## src/rtl/ram_arb_pkg.sv

```systemverilog
// ram_arb_pkg: shared widths, FSM state encoding and owner codes for the RAM arbiter.
// No ports; imported by rr_pick and ram_arbiter.
package ram_arb_pkg;
    localparam int ADDR_W = 8;
    localparam int DATA_W = 16;
    typedef enum logic [1:0] {IDLE, ACCESS, RESP} state_t;
    localparam logic [1:0] OWN_IDLE = 2'b00;
    localparam logic [1:0] OWN_CPU  = 2'b01;
    localparam logic [1:0] OWN_HOST = 2'b10;
endpackage

```

## src/rtl/rr_pick.sv

```systemverilog
// rr_pick: two-way arbitration choice between cpu (index 0) and host (index 1).
// Ports: req[1:0] {host,cpu} requests, last = 1 when host won the previous grant,
//        fixed = 1 makes cpu win every tie, winner = 0 cpu / 1 host.
module rr_pick
    import ram_arb_pkg::*;
(
    input  logic [1:0] req,
    input  logic       last,
    input  logic       fixed,
    output logic       winner
);
    // Host wins alone, or on a tie when round-robin says it is host's turn.
    assign winner = (req == 2'b10) || (req == 2'b11 && !fixed && !last);
endmodule

```

## src/rtl/ram_arbiter.sv

```systemverilog
// ram_arbiter: shares one 256x16 single-port synchronous RAM between a cpu and a host port.
// Ports: clock/reset (sync, active-high); per requester req/we/addr/wdata in,
//        gnt/rvalid pulses and held rdata out; ram_addr/ram_wdata/ram_wren/ram_q RAM bus;
//        owner = 00 idle, 01 cpu, 10 host.
module ram_arbiter
    import ram_arb_pkg::*;
#(
    parameter int FIXED_PRIO = 0
) (
    input  logic              clock,
    input  logic              reset,
    input  logic              cpu_req,
    input  logic              host_req,
    input  logic              cpu_we,
    input  logic              host_we,
    input  logic [ADDR_W-1:0] cpu_addr,
    input  logic [ADDR_W-1:0] host_addr,
    input  logic [DATA_W-1:0] cpu_wdata,
    input  logic [DATA_W-1:0] host_wdata,
    output logic              cpu_gnt,
    output logic              host_gnt,
    output logic              cpu_rvalid,
    output logic              host_rvalid,
    output logic [DATA_W-1:0] cpu_rdata,
    output logic [DATA_W-1:0] host_rdata,
    output logic [ADDR_W-1:0] ram_addr,
    output logic [DATA_W-1:0] ram_wdata,
    output logic              ram_wren,
    input  logic [DATA_W-1:0] ram_q,
    output logic [1:0]        owner
);
    state_t state;
    logic   win;
    logic   last;
    logic   pick;

    rr_pick u_pick (
        .req    ({host_req, cpu_req}),
        .last   (last),
        .fixed  (FIXED_PRIO != 0),
        .winner (pick)
    );

    // ram_addr/ram_wdata double as the latched request: loaded on the grant
    // decision and left untouched until the next one, so they hold through RESP
    // and IDLE. ram_wren doubles as the latched we while in ACCESS.
    always_ff @(posedge clock) begin
        if (reset) begin
            state       <= IDLE;
            win         <= 1'b0;
            last        <= 1'b1;
            cpu_gnt     <= 1'b0;
            host_gnt    <= 1'b0;
            cpu_rvalid  <= 1'b0;
            host_rvalid <= 1'b0;
            cpu_rdata   <= '0;
            host_rdata  <= '0;
            ram_addr    <= '0;
            ram_wdata   <= '0;
            ram_wren    <= 1'b0;
            owner       <= OWN_IDLE;
        end else begin
            cpu_gnt     <= 1'b0;
            host_gnt    <= 1'b0;
            cpu_rvalid  <= 1'b0;
            host_rvalid <= 1'b0;
            ram_wren    <= 1'b0;
            case (state)
                IDLE: if (cpu_req || host_req) begin
                    state     <= ACCESS;
                    win       <= pick;
                    last      <= pick;
                    cpu_gnt   <= !pick;
                    host_gnt  <= pick;
                    owner     <= pick ? OWN_HOST : OWN_CPU;
                    ram_addr  <= pick ? host_addr : cpu_addr;
                    ram_wdata <= pick ? host_wdata : cpu_wdata;
                    ram_wren  <= pick ? host_we : cpu_we;
                end
                ACCESS: begin
                    state <= ram_wren ? IDLE : RESP;
                    if (ram_wren) owner <= OWN_IDLE;
                end
                RESP: begin
                    state <= IDLE;
                    owner <= OWN_IDLE;
                    if (win) begin
                        host_rvalid <= 1'b1;
                        host_rdata  <= ram_q;
                    end else begin
                        cpu_rvalid <= 1'b1;
                        cpu_rdata  <= ram_q;
                    end
                end
                default: state <= IDLE;
            endcase
        end
    end
endmodule
```

## config.mk

```make
export PLATFORM = sky130hd
export DESIGN_NAME = ram_arbiter
export DESIGN_NICKNAME = d
export VERILOG_FILES = /design/src/rtl/ram_arb_pkg.sv /design/src/rtl/rr_pick.sv /design/src/rtl/ram_arbiter.sv
export SDC_FILE = /design/constraint.sdc
export NUM_CORES = 1
export LEC_CHECK = 0
export CORE_MARGIN = 4
export CORE_UTILIZATION = 44
export DETAILED_ROUTE_END_ITERATION = 7
export GPL_TIMING_DRIVEN = 0
export PLACE_DENSITY = 0.85
export RECOVER_POWER = 50
export SLEW_MARGIN = 20
export SYNTH_ARGS = -nofsm -noshare
export SYNTH_HDL_FRONTEND = slang
export SYNTH_SLANG_ARGS = --single-unit
```

## constraint.sdc

```tcl
create_clock -name clock -period 4.7 [get_ports clock]
set_input_delay 0.94 -clock clock [delete_from_list [all_inputs] [get_ports clock]]
set_output_delay 0.94 -clock clock [all_outputs]
set_load 0.05 [all_outputs]
```

# Word level (Yosys, flattened, before mapping)
# Cells that the tools add are included.
[totals] out_inout_bits=63 word_cells=48 input_bits=70 reg_bits=67
[op_classes] reduce_logical=13 muxes=12 bitwise=4 eq_ne=6
[op_table] cell="16-bit 2-to-1 mux" count=1
[op_table] cell="2-bit 2-to-1 mux" count=5
[op_table] cell="8-bit 2-to-1 mux" count=1
[op_table] cell="2-bit equality test (second input constant)" count=3
[op_table] cell="2-bit one-hot mux with 3 select lines" count=1
[op_table] cell="2-bit AND reduction" count=3
[op_table] cell="2-bit != test (second input constant)" count=2
[op_table] cell="1-bit inverter" count=4
[op_table] cell="2-bit one-hot mux with 2 select lines" count=1
[op_table] cell="1-bit 2-to-1 mux" count=3
[op_table] cell="3-bit AND reduction" count=1
[op_table] cell="3-bit nonzero test" count=1
[op_table] cell="3-bit OR reduction" count=1
[op_table] cell="2-bit by 1-bit equality test with 1-bit output (second input constant)" count=1
[op_table] cell="1-bit logical NOT" count=2
[op_table] cell="2-bit logical NOT" count=1
[op_table] cell="1-bit logical OR" count=2
[op_table] cell="2-bit OR reduction" count=1
[op_table] cell="1-bit logical AND" count=1

# Depth between registers and ports, before layout
# Gate-level depths: netlist of run 1.
[depth] word_depth=6 depth_mapped=7 mapped_depth_nobuf=5

# By module
# Synthesis of run 1 repeated with hierarchy kept, for this count alone.
[hier_totals] hier_cells=304 hier_area_um2=2733.9
[modules_own_cells] mod="ram_arbiter" instances=1 cells_each=302 seq_area_each_um2=1341.3 area_per_inst_um2=2722.6
[modules_own_cells] mod="rr_pick" instances=1 cells_each=2 seq_area_each_um2=0.0 area_per_inst_um2=11.3

# Worst setup path after synthesis of run 1
# No wires, ideal clock.
[synth_timing] kind="input -> register" start="in cpu_req" end="reg ram_addr[6]" required_ns=4.620 path_stages=5 arrival_time_ns=1.822 n_path_buf=2 setup_slack_ns=2.797 setup_ns=0.080 path_cell_list="buf_2 > o21ai_2 > buf_4 > a21oi_1 > a211oi_2"
[synth_via] elab_chain_cells=4 word_cells_on_any_way=7 cone_classes="eq/ne (2); mux (1); reduce/logical (4)"
[synth_rtl] element="start: declaration" line="ram_arbiter.sv:12" source="input logic cpu_req,"
[synth_rtl] element="2-bit equality test" line="rr_pick.sv:13" source="assign winner = (req == 2'b10) || (req == 2'b11 && !fixed && !last);"
[synth_rtl] element="1-bit logical AND" line="rr_pick.sv:13"
[synth_rtl] element="1-bit logical OR" line="rr_pick.sv:13"
[synth_rtl] element="8-bit 2-to-1 mux" line="ram_arbiter.sv:76" source="ram_addr <= pick ? host_addr : cpu_addr;"
[synth_rtl] element="end signal: assignment" line="ram_arbiter.sv:76"
[synth_rtl] element="end: declaration" line="ram_arbiter.sv:26" source="output logic [ADDR_W-1:0] ram_addr,"
# Parallel ways exist; a longest one is shown, timed or not.
# A chain may end at the register's enable or synchronous reset.

# Final worst setup path of run 1
[layout_timing] start="in host_req" end="reg owner[1]"
[layout_via] elab_chain_cells=6 word_cells_on_any_way=10 cone_classes="eq/ne (3); mux (3); reduce/logical (4)"
[layout_rtl] element="start: declaration" line="ram_arbiter.sv:13" source="input logic host_req,"
[layout_rtl] element="2-bit equality test" line="rr_pick.sv:13"
[layout_rtl] element="1-bit logical AND" line="rr_pick.sv:13"
[layout_rtl] element="1-bit logical OR" line="rr_pick.sv:13"
[layout_rtl] element="2-bit 2-to-1 mux" line="ram_arbiter.sv:75" source="owner <= pick ? OWN_HOST : OWN_CPU;"
[layout_rtl] element="2-bit 2-to-1 mux" line="ram_arbiter.sv:69" source="IDLE: if (cpu_req || host_req) begin"
[layout_rtl] element="2-bit one-hot mux with 3 select lines" line="ram_arbiter.sv:68" source="case (state)"
[layout_rtl] element="end signal: assignment" line="ram_arbiter.sv:75"
[layout_rtl] element="end: declaration" line="ram_arbiter.sv:30" source="output logic [1:0] owner"
# Parallel ways exist; a longest one is shown, timed or not. The select of a mux whose other input is x is not followed.

==> results.rst, run 1 <==
.. list-table::
   :header-rows: 1

   * - Metric
     - Value
   * - Run status
     - completed
   * - Most area-hungry cell type in the Yosys netlist
     - dfxtp_1
   * - Maximum operating frequency
     - 312.7 MHz
   * - CP Capture Type
     - register
   * - Via count
     - 2801
   * - Share of synthesized flip-flops with an asynchronous set or reset
     - 0
   * - Clock root buffer
     - clkbuf_8
   * - Worst-path fanout max
     - 10
   * - Slew at the pin closest to its max-slew limit
     - 1.086 ns
   * - Fraction of post-synthesis cell area in the top cell type by area
     - 0.4777
   * - Lkg Pwr
     - 1.558 nW
   * - DRC violations left
     - 0
   * - Maximum number of buffers from clock root to sink
     - 2
   * - Worst-case vdd ir drop
     - 273.6 uV
   * - Total clock buffers created by CTS
     - 9
   * - Total power density per cell area
     - 382.0 mW/mm^2
   * - Global-route wire length before repair
     - 13.08 mm
   * - Fraction of final layout cells sized beyond drive strength 1
     - 0.1059
   * - Endpoint required time on the critical path
     - 4.94 ns
   * - Std-Cell Rows
     - 28
   * - Die Width
     - 87.88 um
   * - Number of antenna violations at the first check in global routing
     - 0
   * - Routed wire length
     - 8.433 mm
   * - Antenna diodes
     - 0
   * - Count of unique library cells instantiated by Yosys
     - 31
   * - Post-detailed-route wirelength per cell
     - 15.42 um
   * - Synthesis-stage register bit count
     - 67
   * - Crit share post-route
     - 0.6803
   * - Max_slew headroom
     - 0.2694
   * - Reg-to-reg startpoint
     - last
   * - Post CTS Setup Buffer Count
     - 0
   * - Layout Area Growth over Synthesis
     - 53.34%
   * - Hold path startpoint
     - host_rdata[5]
   * - Clock transition at path regs
     - 0.07 ns
   * - Largest net degree at the start of global routing
     - 14
   * - Aggregate global routing overflow
     - 0
   * - Hold Vio Cnt, Final
     - 0
   * - Critical setup path kind
     - primary input to register
   * - Via-per-instance ratio
     - 5.121
   * - Crit start category
     - primary input
   * - Detailed placement HPWL
     - 6.440 mm
   * - Vert. Die Dim
     - 87.88 um
   * - GRT Util Overall
     - 0.2179
   * - Number of buffer cells added on primary ports
     - 130
   * - Capture point of the critical path
     - owner[1]
   * - Cts hold-fix bufs
     - 0
   * - First-iteration detailed-routing DRC count
     - 111
   * - Mean Syn Cell Area
     - 8.613 um^2
   * - Last weighted congestion value of the routability-driven placer
     - 0.8310
   * - Number of maximum-capacitance violations
     - 0
   * - Setup repair after global routing missed its margin
     - no
   * - Launch point of the worst path
     - host_req
   * - Total negative slack for setup checks
     - 0 ns
   * - Critical path, cell by cell
     - dlygate4sd3_1, a21boi_0, clkbuf_1, nand2_1, o32ai_1
   * - Post-Synthesis Cells
     - 326
   * - Register-to-Register Path Depth
     - 4
   * - Library cell contributing the largest single delay on the critical path
     - a21boi_0
   * - Maximum level of the CTS H-tree
     - 3
   * - Initial Util
     - 0.4633
   * - Sequential fraction of the synthesis area
     - 0.4777
   * - Number of global-route vias before repair
     - 2771
   * - Dominant synthesized flop cell
     - dfxtp_1
   * - CTS tree
     - built
   * - Reg2reg end
     - owner[1]
   * - Final nets
     - 541
   * - Syn_nets
     - 400
   * - Most common cell in the synthesized netlist
     - nand2_1
   * - Count of yosys warnings during synthesis
     - 0
   * - Number of cells on the worst hold path
     - 2
   * - Leading post-synthesis cells by cell area
     - dfxtp_1 (48%), nand2_1 (12%), a211oi_2 (8.0%), a21oi_1 (7.5%), a21oi_2 (5.3%)
   * - Post-synth top cells
     - nand2_1 (90), dfxtp_1 (67), a21oi_1 (42), nor2_1 (30), a211oi_2 (18)
   * - Post-route minimum period
     - 3.198 ns
   * - Remaining antenna violation count after routing
     - 0
   * - CTS-repair resized insts
     - 0
   * - Setup clock skew after layout
     - 0.01584 ns
   * - Tightest Hold Check Type
     - register to register
   * - Core region area
     - 0.006061 mm^2
   * - Tot Pwr
     - 0.001645 W
   * - Top-level port count
     - 133
   * - Clock tree sinks
     - 67
   * - Max Slew Vio Count
     - 0
   * - Floorplan die area
     - 0.007723 mm^2
   * - Number of flops mapped to enable cells by yosys
     - 0
   * - Delay of the slowest cell on the worst path
     - 0.89 ns
   * - Critical path arrival
     - 3.44 ns
   * - Setup violators final
     - 0
   * - Summed instance area of the synthesized netlist
     - 0.002808 mm^2
   * - Clock insertion delay at the later pin of the skew report
     - 0.34 ns
   * - Number of detailed-route iterations in the first pass
     - 4
   * - Reg-to-reg slack, setup
     - 2.47 ns
-- report_power, final --
| group | switching, W | internal, W | total [W] |
|---|---|---|---|
| combinational | 0.000321 | 0.000199 | 0.000521 |
| clock | 0.000235 | 0.000248 | 0.000482 |
| sequential | 0.0000256 | 0.000616 | 0.000642 |
-- cell usage in the layout, fill, tap and decap left out, types with 2 or more instances in the layout --
| cell | synthesis | final |
|---|---|---|
| a211oi_1 | 6 | 6 |
| a211oi_2 | 18 | 18 |
| a21oi_1 | 42 | 56 |
| a21oi_2 | 17 | 3 |
| buf_2 | 9 | 7 |
| buf_4 | 2 | 2 |
| clkbuf_1 | 12 | 16 |
| clkbuf_8 | 0 | 9 |
| clkdlybuf4s50_1 | 0 | 129 |
| clkinvlp_4 | 0 | 3 |
| dfxtp_1 | 67 | 67 |
| ha_1 | 4 | 4 |
| inv_1 | 3 | 3 |
| inv_6 | 0 | 2 |
| mux2i_1 | 2 | 2 |
| nand2_1 | 90 | 91 |
| nand2b_1 | 2 | 2 |
| nand3_1 | 2 | 2 |
| nor2_1 | 30 | 30 |
| nor2b_1 | 2 | 2 |
| nor3_1 | 2 | 2 |
| o32ai_1 | 1 | 2 |
-- through the flow --
stage	setup slack (ns)	instances	hold slack, ns	area, um^2	util
2_1_floorplan	2.797	326	0.4659	2808	-
3_3_place_gp	2.184	531	0.4421	4203	0.6934
3_5_place_dp	2.177	531	0.4476	4203	0.6934
4_1_cts	2.220	547	0.4591	4402	0.7263
5_1_grt	1.352	547	0.4732	4305	0.7104
6_report	1.502	547	0.4566	4305	0.7104
-- layout make-up --
class                      count  area, um^2
clock inverter                 7       75.07
sequential                    67        1341
fill                         522        1755
inverter                       3       11.26
multi-input combinational    230        1237
tap                           75       93.84
timing repair buffer         130        1301
buffer                        26       121.4
clock buffer                   9       123.9
-- sequential cells by signal, indices dropped and copies added (netlist names) --
name,count
host_gnt,1
win,1
ram_wdata,16
state,2
cpu_rvalid,1
ram_wren,1
owner,2
cpu_rdata,16
host_rvalid,1
last,1
cpu_gnt,1
ram_addr,8
host_rdata,16
-- critical path, delay by kind of cell --
| kind | cells | cell delay, ns |
|---|---|---|
| buffers and inverters | 2 | 1.16 |
| AND/OR/NAND/NOR | 1 | 0.21 |
| AO/OA/AOI/OAI | 2 | 1.13 |
-- per-layer routing --
layer / vias to the layer above / part of all wire / track usage
met3: 16 / 0.047 / 0.04798
met2: 70 / 0.51 / 0.3733
met4: 0 / 0.022 / 0.09763
met5: - / 0 / 0
li1: 1370 / - / -
met1: 1345 / 0.42 / 0.2607
-- how the worst min path moves through the flow --
stage and end:
2_1_floorplan win, 3_3_place_gp cpu_rdata[12], 3_5_place_dp host_rdata[13], 4_1_cts host_rdata[13], 5_1_grt host_rdata[4], 6_report host_rdata[5]
-- cells by family (layout without fill, tap and decap cells) --
| family | count (synthesis) | in the layout | share of synthesized area |
|---|---|---|---|
| and+or+nand+nor | 134 | 134 | 0.1925 |
| adders and majority gates | 4 | 4 | 0.01783 |
| muxes | 2 | 2 | 0.007130 |
| DFF | 67 | 67 | 0.4777 |
| AOI/OAI and AO/OA | 90 | 90 | 0.2513 |
| buffers and inverters | 29 | 175 | 0.05347 |
No activity file was read; power rests on OpenSTA's default activity.
==> run 2, diff against run 1 <==
--- a/config.mk
+++ b/config.mk
@@ -6,10 +6,10 @@
 export NUM_CORES = 1
 export LEC_CHECK = 0
 export CORE_MARGIN = 4
-export CORE_UTILIZATION = 44
+export CORE_UTILIZATION = 37
 export DETAILED_ROUTE_END_ITERATION = 7
 export GPL_TIMING_DRIVEN = 0
-export PLACE_DENSITY = 0.85
+export PLACE_DENSITY = 0.76
 export RECOVER_POWER = 50
 export SLEW_MARGIN = 20
 export SYNTH_ARGS = -nofsm -noshare
==> constraint.sdc (replaced) <==
create_clock -name clock -period 2.73 [get_ports clock]
set_input_delay 0.546 -clock clock [delete_from_list [all_inputs] [get_ports clock]]
set_output_delay 0.546 -clock clock [all_outputs]
set_load 0.05 [all_outputs]
==> run 2 against run 1 <==
Clock skew is 0.0047 ns lower. Count of clock-buffer cells in the layout stayed put. Clock power is 78% higher. Routed wire length is 1.1% higher.
==> results.rst, run 2 (synthesized netlist as in run 1, its figures left out) <==
.. list-table::
   :header-rows: 1

   * - Metric
     - Value
   * - Run status
     - completed
   * - Number of maximum-capacitance violations
     - 0 (unchanged)
   * - Vert. Die Dim
     - 95.11 um (+8.2%)
   * - Clock root buffer
     - clkbuf_8
   * - Routed wire length
     - 8.522 mm (+1.1%)
   * - Detailed placement HPWL
     - 6.455 mm (+0.23%)
   * - Footprint of the flip-flops and latches
     - 0.001341 mm^2 (unchanged)
   * - Logic pwr share
     - 0.314 (-0.002)
   * - Maximum level of the CTS H-tree
     - 3 (unchanged)
   * - CTS tree
     - built
   * - Tightest Hold Check Type
     - register to register
   * - Initial Util
     - 0.3830 (-0.08025)
   * - Total clock buffers created by CTS
     - 9 (unchanged)
   * - Global-route wire length before repair
     - 13.52 mm (+3.4%)
   * - Slew at the pin closest to its max-slew limit
     - 0.8718 ns (-0.2144 ns)
   * - Number of antenna violations at the first check in global routing
     - 0 (unchanged)
   * - Worst-case vdd ir drop
     - 463.2 uV (+69%)
   * - Number of global-route vias before repair
     - 2841 (+2.5%)
   * - CTS-repair resized insts
     - 0 (unchanged)
   * - Sw Ratio
     - 0.3557 (+0.002123)
   * - Worst hold slack
     - 0.4525 ns (-0.004067 ns)
   * - Endpoint required time on the critical path
     - 2.98 ns (-1.96 ns)
   * - First-iteration detailed-routing DRC count
     - 81 (-27%)
   * - Remaining antenna violation count after routing
     - 0 (unchanged)
   * - Maximum operating frequency
     - 442.8 MHz
   * - Crit start category
     - primary input
   * - Die Width
     - 95.11 um (+8.2%)
   * - Finished Layout Cells
     - 571 (+4.4%)
   * - Total power density per cell area
     - 653.9 mW/mm^2 (+71%)
   * - Reg power frac
     - 0.387 (-0.003)
   * - Via count
     - 2734 (-2.4%)
   * - Tot Pwr
     - 0.002857 W (+74%)
   * - Count of fill cells added during filler insertion
     - 656 (+26%)
   * - Library cell contributing the largest single delay on the critical path
     - o21ai_0
   * - Layout Area Growth over Synthesis
     - 55.61%
   * - Largest registers in the final layout
     - cpu_rdata: 16 flops, host_rdata: 16 flops, ram_wdata: 16 flops
   * - Critical path, cell by cell
     - dlygate4sd3_1, o21ai_0, buf_4, a21oi_2, a211oi_1
   * - Floorplan die area
     - 0.009046 mm^2 (+17%)
   * - Fraction of final layout cells sized beyond drive strength 1
     - 0.1144 (+0.008475)
   * - Antenna diodes
     - 0 (unchanged)
   * - Top-level port count
     - 133 (unchanged)
   * - Design internal power
     - 0.001841 W (+73%)
   * - Area taken by multi-input logic gates
     - 0.001257 mm^2 (+1.6%)
   * - Crit share post-route
     - 0.8273
   * - GRT Util Overall
     - 0.1945 (-0.02345)
   * - Clock insertion delay at the later pin of the skew report
     - 0.35 ns (about the same)
   * - Cts hold-fix bufs
     - 0 (unchanged)
   * - Clock power frac
     - 0.300 (+0.007)
   * - Utilization after layout
     - 0.5960 (-0.1144)
   * - DRC violations left
     - 0 (unchanged)
   * - Lkg Pwr
     - 1.568 nW (+0.65%)
   * - Clock tree sinks
     - 67 (unchanged)
   * - Final nets
     - 541 (unchanged)
   * - Hold Vio Cnt, Final
     - 0 (unchanged)
   * - Critical path arrival
     - 2.51 ns (-0.93 ns)
   * - Post-detailed-route wirelength per cell
     - 14.92 um (-3.2%)
   * - Sw power
     - 0.001016 W (+75%)
   * - Critical setup path kind
     - primary input to register
   * - Clock transition at path regs
     - 0.07 ns (about the same)
   * - Aggregate global routing overflow
     - 0 (unchanged)
   * - Last weighted congestion value of the routability-driven placer
     - 0.7837 (-5.7%)
   * - Max Slew Vio Count
     - 0 (unchanged)
   * - Top library cells by usage in the layout, fill and taps aside
     - clkdlybuf4s50_1 (129), nand2_1 (90), dfxtp_1 (67), a21oi_1 (46), nor2_1 (30)
   * - CP Capture Type
     - register
   * - Worst-path fanout max
     - 10 (unchanged)
   * - Core region area
     - 0.007331 mm^2 (+21%)
   * - Leading cell type in the layout, fill and taps excluded
     - clkdlybuf4s50_1
   * - Setup repair after global routing missed its margin
     - no
   * - Number of detailed-route iterations in the first pass
     - 4 (unchanged)
   * - Post CTS Setup Buffer Count
     - 0 (unchanged)
   * - Total negative slack for setup checks
     - 0 ns (unchanged)
   * - Post-route minimum period
     - 2.259 ns
   * - Via-per-instance ratio
     - 4.788 (-6.5%)
   * - Maximum number of buffers from clock root to sink
     - 2 (unchanged)
   * - Setup clock skew after layout
     - 0.01118 ns (-0.004653 ns)
   * - Setup violators final
     - 0 (unchanged)
   * - Number of buffer cells added on primary ports
     - 130 (unchanged)
   * - Largest net degree at the start of global routing
     - 15 (+1)
   * - Std-Cell Rows
     - 31 (+11%)
   * - DP Cell Count
     - 555 (+4.5%)
   * - Delay of the slowest cell on the worst path
     - 0.73 ns (-0.16 ns)
   * - Max_slew headroom
     - 0.4127 (+0.1433)
run 2: through the flow:
step	setup slack, ns	cell area, um^2
floorplan	1.147	2808
global route	0.3042	4369
global placement	0.6316	4233
CTS	0.6224	4441
finish	0.4714	4369
detailed placement	0.5890	4233
run 2: worst paths after layout:
kind | start | end | slack, ns | cells past startpoint
worst max-delay path | host_req | ram_wdata[9] | 0.47 | 5
worst min-delay path | cpu_rdata[8] | cpu_rdata[8] | 0.45 | 2
worst max register to register | state[0] | ram_wdata[6] | 0.62 | 7
worst min register to register | cpu_rdata[8] | cpu_rdata[8] | 0.45 | 2
run 2: final cells by class:
class	count	share of cell area
Buffer	26	0.02892
Clock buffer	9	0.02835
Clock inverter	7	0.01919
Inverter	3	0.002577
Multi-Input combinational cell	230	0.2878
Sequential cell	67	0.3070
Tap cell	99	0.02835
Timing Repair Buffer	130	0.2978
run 2: critical path, delay by kind of cell:
kind	cells	cell delay (ns)
buffers and inverters	2	0.96
AOI/OAI and AO/OA	3	1.00
run 2: per-layer routing:
layer  global-route usage  wire length (um)
met5                    0                 0
met3              0.03552               376
met1               0.2304              3626
met4               0.1046               260
met2               0.3318              4259
run 2: power by group through the flow:
stage	clock (W)	sequential [W]	combinational (W)
final	0.000856	0.00111	0.000896
after detailed placement	0	0.00113	0.000928
after global routing	0.000925	0.00112	0.000957
after global placement	0	0.00113	0.000914
after floorplan	0	0.00139	0.000330
after CTS	0.000883	0.00111	0.000931
==> run 3, diff against run 2 <==
==> constraint.sdc (replaced) <==
create_clock -name clock -period 1.9 [get_ports clock]
set_input_delay 0.38 -clock clock [delete_from_list [all_inputs] [get_ports clock]]
set_output_delay 0.38 -clock clock [all_outputs]
set_load 0.05 [all_outputs]
==> run 3 against run 2 <==
First-iteration DRC count fell by 19%. Sequential share of layout area rose by 1.1 points. Via count rose by 0.33%. Combinational power rose by 37%. Sequential cell count did not move. Clock power rose by 45%. Register-to-register slack got worse by 0.43 ns. Critical path depth fell by 4. Global-route usage did not move. Critical endpoint is now cpu_gnt. Largest cell class is now sequential cells.
==> results.rst, run 3 (synthesized netlist as in run 1, its figures left out) <==
.. list-table::
   :header-rows: 1

   * - Metric
     - Value
   * - Run status
     - completed
   * - CP Buf/Inv Count
     - 1 (-1)
   * - Levels on crit path
     - 1 (-4)
   * - Layout Area Growth over Synthesis
     - 50.13%
   * - CTS tree
     - built
   * - Reg power frac
     - 0.392 (+0.005)
   * - Initial Util
     - 0.3830 (unchanged)
   * - Setup violators final
     - 0 (unchanged)
   * - Total clock buffers created by CTS
     - 9 (unchanged)
   * - Sw Ratio
     - 0.3663 (+0.01057)
   * - Critical setup path kind
     - register to output pin
   * - Number of antenna violations at the first check in global routing
     - 0 (unchanged)
   * - Setup clock skew after layout
     - 0.007176 ns (-0.004008 ns)
   * - Capture point of the critical path
     - cpu_gnt
   * - Placed Area
     - 0.004233 mm^2 (unchanged)
   * - Std-Cell Rows
     - 31 (unchanged)
   * - Endpoint required time on the critical path
     - 1.52 ns (-1.46 ns)
   * - Critical path arrival
     - 1.47 ns (-1.04 ns)
   * - Lkg Pwr
     - 1.661 nW (+5.9%)
   * - Reg-to-reg startpoint
     - state[0]
   * - Maximum number of buffers from clock root to sink
     - 2 (unchanged)
   * - Total power density per cell area
     - 960.4 mW/mm^2 (+47%)
   * - Setup repair after global routing missed its margin
     - no
   * - Leading cell type in the layout, fill and taps excluded
     - nand2_1
   * - Antenna diodes
     - 0 (unchanged)
   * - Crit start category
     - register
   * - Routed wire length
     - 8.596 mm (+0.87%)
   * - Number of detailed-route iterations in the first pass
     - 4 (unchanged)
   * - Worst hold slack
     - 0.4502 ns (-0.002268 ns)
   * - Setup WS pre-CTS
     - -0.07504 ns (-0.6640 ns)
   * - Crit share post-route
     - 0.9734
   * - Largest net degree at the start of global routing
     - 15 (unchanged)
   * - Post CTS Setup Buffer Count
     - 0 (unchanged)
   * - Sw power
     - 0.001483 W (+46%)
   * - Clock power frac
     - 0.305 (+0.005)
   * - Final nets
     - 541 (unchanged)
   * - Detailed placement HPWL
     - 6.455 mm (unchanged)
   * - Utilization after layout
     - 0.5750 (-0.02099)
   * - Clock root buffer
     - clkbuf_8
   * - Critical path, cell by cell
     - clkdlybuf4s50_1
   * - Largest registers in the final layout
     - cpu_rdata: 16 flops, host_rdata: 16 flops, ram_wdata: 16 flops
   * - Fraction of final layout cells sized beyond drive strength 1
     - 0.1504 (+0.03602)
   * - Number of global-route vias before repair
     - 2837 (-0.14%)
   * - CP Capture Type
     - output pin
   * - Register-to-Register Path Depth
     - 6 (-1)
   * - First-iteration detailed-routing DRC count
     - 66 (-19%)
   * - Worst-case vdd ir drop
     - 663.8 uV (+43%)
   * - Hold Vio Cnt, Final
     - 0 (unchanged)
   * - Maximum level of the CTS H-tree
     - 3 (unchanged)
   * - Worst-path fanout max
     - 1 (-9)
   * - Reg-to-reg slack, setup
     - 0.19 ns (-0.43 ns)
   * - Slew at the pin closest to its max-slew limit
     - 0.7378 ns (-0.1340 ns)
   * - Via count
     - 2743 (+0.33%)
   * - Clock tree sinks
     - 67 (unchanged)
   * - Vert. Die Dim
     - 95.11 um (unchanged)
   * - Via-per-instance ratio
     - 4.804 (+0.33%)
   * - Number of maximum-capacitance violations
     - 0 (unchanged)
   * - Remaining antenna violation count after routing
     - 0 (unchanged)
   * - Design internal power
     - 0.002566 W (+39%)
   * - Delay of the slowest cell on the worst path
     - 0.81 ns (+0.08 ns)
   * - Floorplan die area
     - 0.009046 mm^2 (unchanged)
   * - Max Slew Vio Count
     - 0 (unchanged)
   * - Launch point of the worst path
     - cpu_gnt
   * - Post-detailed-route wirelength per cell
     - 15.05 um (+0.87%)
   * - Aggregate global routing overflow
     - 0 (unchanged)
   * - Top library cells by usage in the layout, fill and taps aside
     - nand2_1 (91), clkdlybuf4s50_1 (69), dfxtp_1 (67), a21oi_1 (42), clkbuf_1 (40)
   * - Top-level port count
     - 133 (unchanged)
   * - Design Area, Final
     - 0.004215 mm^2 (-3.5%)
   * - Clock insertion delay at the later pin of the skew report
     - 0.35 ns (about the same)
   * - Library cell contributing the largest single delay on the critical path
     - clkdlybuf4s50_1
   * - Last weighted congestion value of the routability-driven placer
     - 0.7837 (unchanged)
   * - Logic pwr share
     - 0.303 (-0.011)
   * - Die Width
     - 95.11 um (unchanged)
   * - Tightest Hold Check Type
     - register to register
   * - Cell family contributing the most delay on the critical path
     - buffers and inverters
   * - Number of buffer cells added on primary ports
     - 130 (unchanged)
   * - Max_slew headroom
     - 0.5081 (+0.09548)
   * - Post-route minimum period
     - 1.849 ns
   * - GRT Util Overall
     - 0.1945 (unchanged)
   * - Global-route wire length before repair
     - 13.52 mm (unchanged)
   * - DRC violations left
     - 0 (unchanged)
   * - Total negative slack for setup checks
     - 0 ns (unchanged)
   * - Reg2reg end
     - owner[1]
   * - Core region area
     - 0.007331 mm^2 (unchanged)
   * - Clock transition at path regs
     - 0.08 ns (about the same)
   * - Maximum operating frequency
     - 540.7 MHz
   * - Worst Slack Setup Final
     - 0.05051 ns (-0.4209 ns)
-- run 3: power groups by stage --
stage | clock network, W | logic, W | registers, W
floorplan | 0 | 0.000474 | 0.00200
global placement | 0 | 0.00131 | 0.00162
detailed placement | 0 | 0.00133 | 0.00162
CTS | 0.00127 | 0.00130 | 0.00159
global route | 0.00133 | 0.00131 | 0.00160
finish | 0.00124 | 0.00123 | 0.00159
-- run 3: how the worst min path moves through the flow --
stage / start / end / slack (ns) / cells after the start
5_1_grt: cpu_req / last / 0.47 / 3
3_5_place_dp: cpu_rdata[8] / cpu_rdata[8] / 0.45 / 2
2_1_floorplan: win / win / 0.47 / 2
3_3_place_gp: cpu_rdata[14] / cpu_rdata[14] / 0.44 / 2
6_report: cpu_rdata[8] / cpu_rdata[8] / 0.45 / 2
4_1_cts: cpu_req / last / 0.45 / 3
-- run 3: cell type report --
cell class | count | area (um^2)
sequential | 67 | 1341
multi-input combinational | 230 | 1306
clock buffer | 9 | 123.9
inverter | 3 | 11.26
timing repair buffer | 130 | 1086
buffer | 26 | 138.9
tap | 99 | 123.9
clock inverter | 7 | 83.83
fill | 690 | 3115
-- run 3: what timing repair did --
| item | 4_1_cts | 5_1_grt |
|---|---|---|
| gates resized for setup | 32 | 28 |
| hold buffers | 0 | 0 |
| pin swaps | 0 | 0 |
| setup endpoints to repair | 32 | 28 |
-- run 3: per-stage QoR --
step / instances / power, W
2_1_floorplan: 326 / 0.002471
3_3_place_gp: 555 / 0.002930
3_5_place_dp: 555 / 0.002955
4_1_cts: 571 / 0.004158
5_1_grt: 571 / 0.004246
6_report: 571 / 0.004049
-- run 3: worst register-to-register path: cells and delay by family (launching register included) --
family	cells	cell delay, ns
DFF	1	0.36
and+or+nand+nor	2	0.59
AOI/OAI and AO/OA	1	0.24
buffers and inverters	2	0.23
adders and majority gates	1	0.21
-- run 3: per-layer routing --
layer | global-route usage | part of all wire | vias up
met5 | 0 | 0 | -
met4 | 0.1046 | 0.027 | 0
met3 | 0.03552 | 0.037 | 17
met2 | 0.3318 | 0.50 | 67
met1 | 0.2304 | 0.43 | 1287
li1 | - | - | 1372
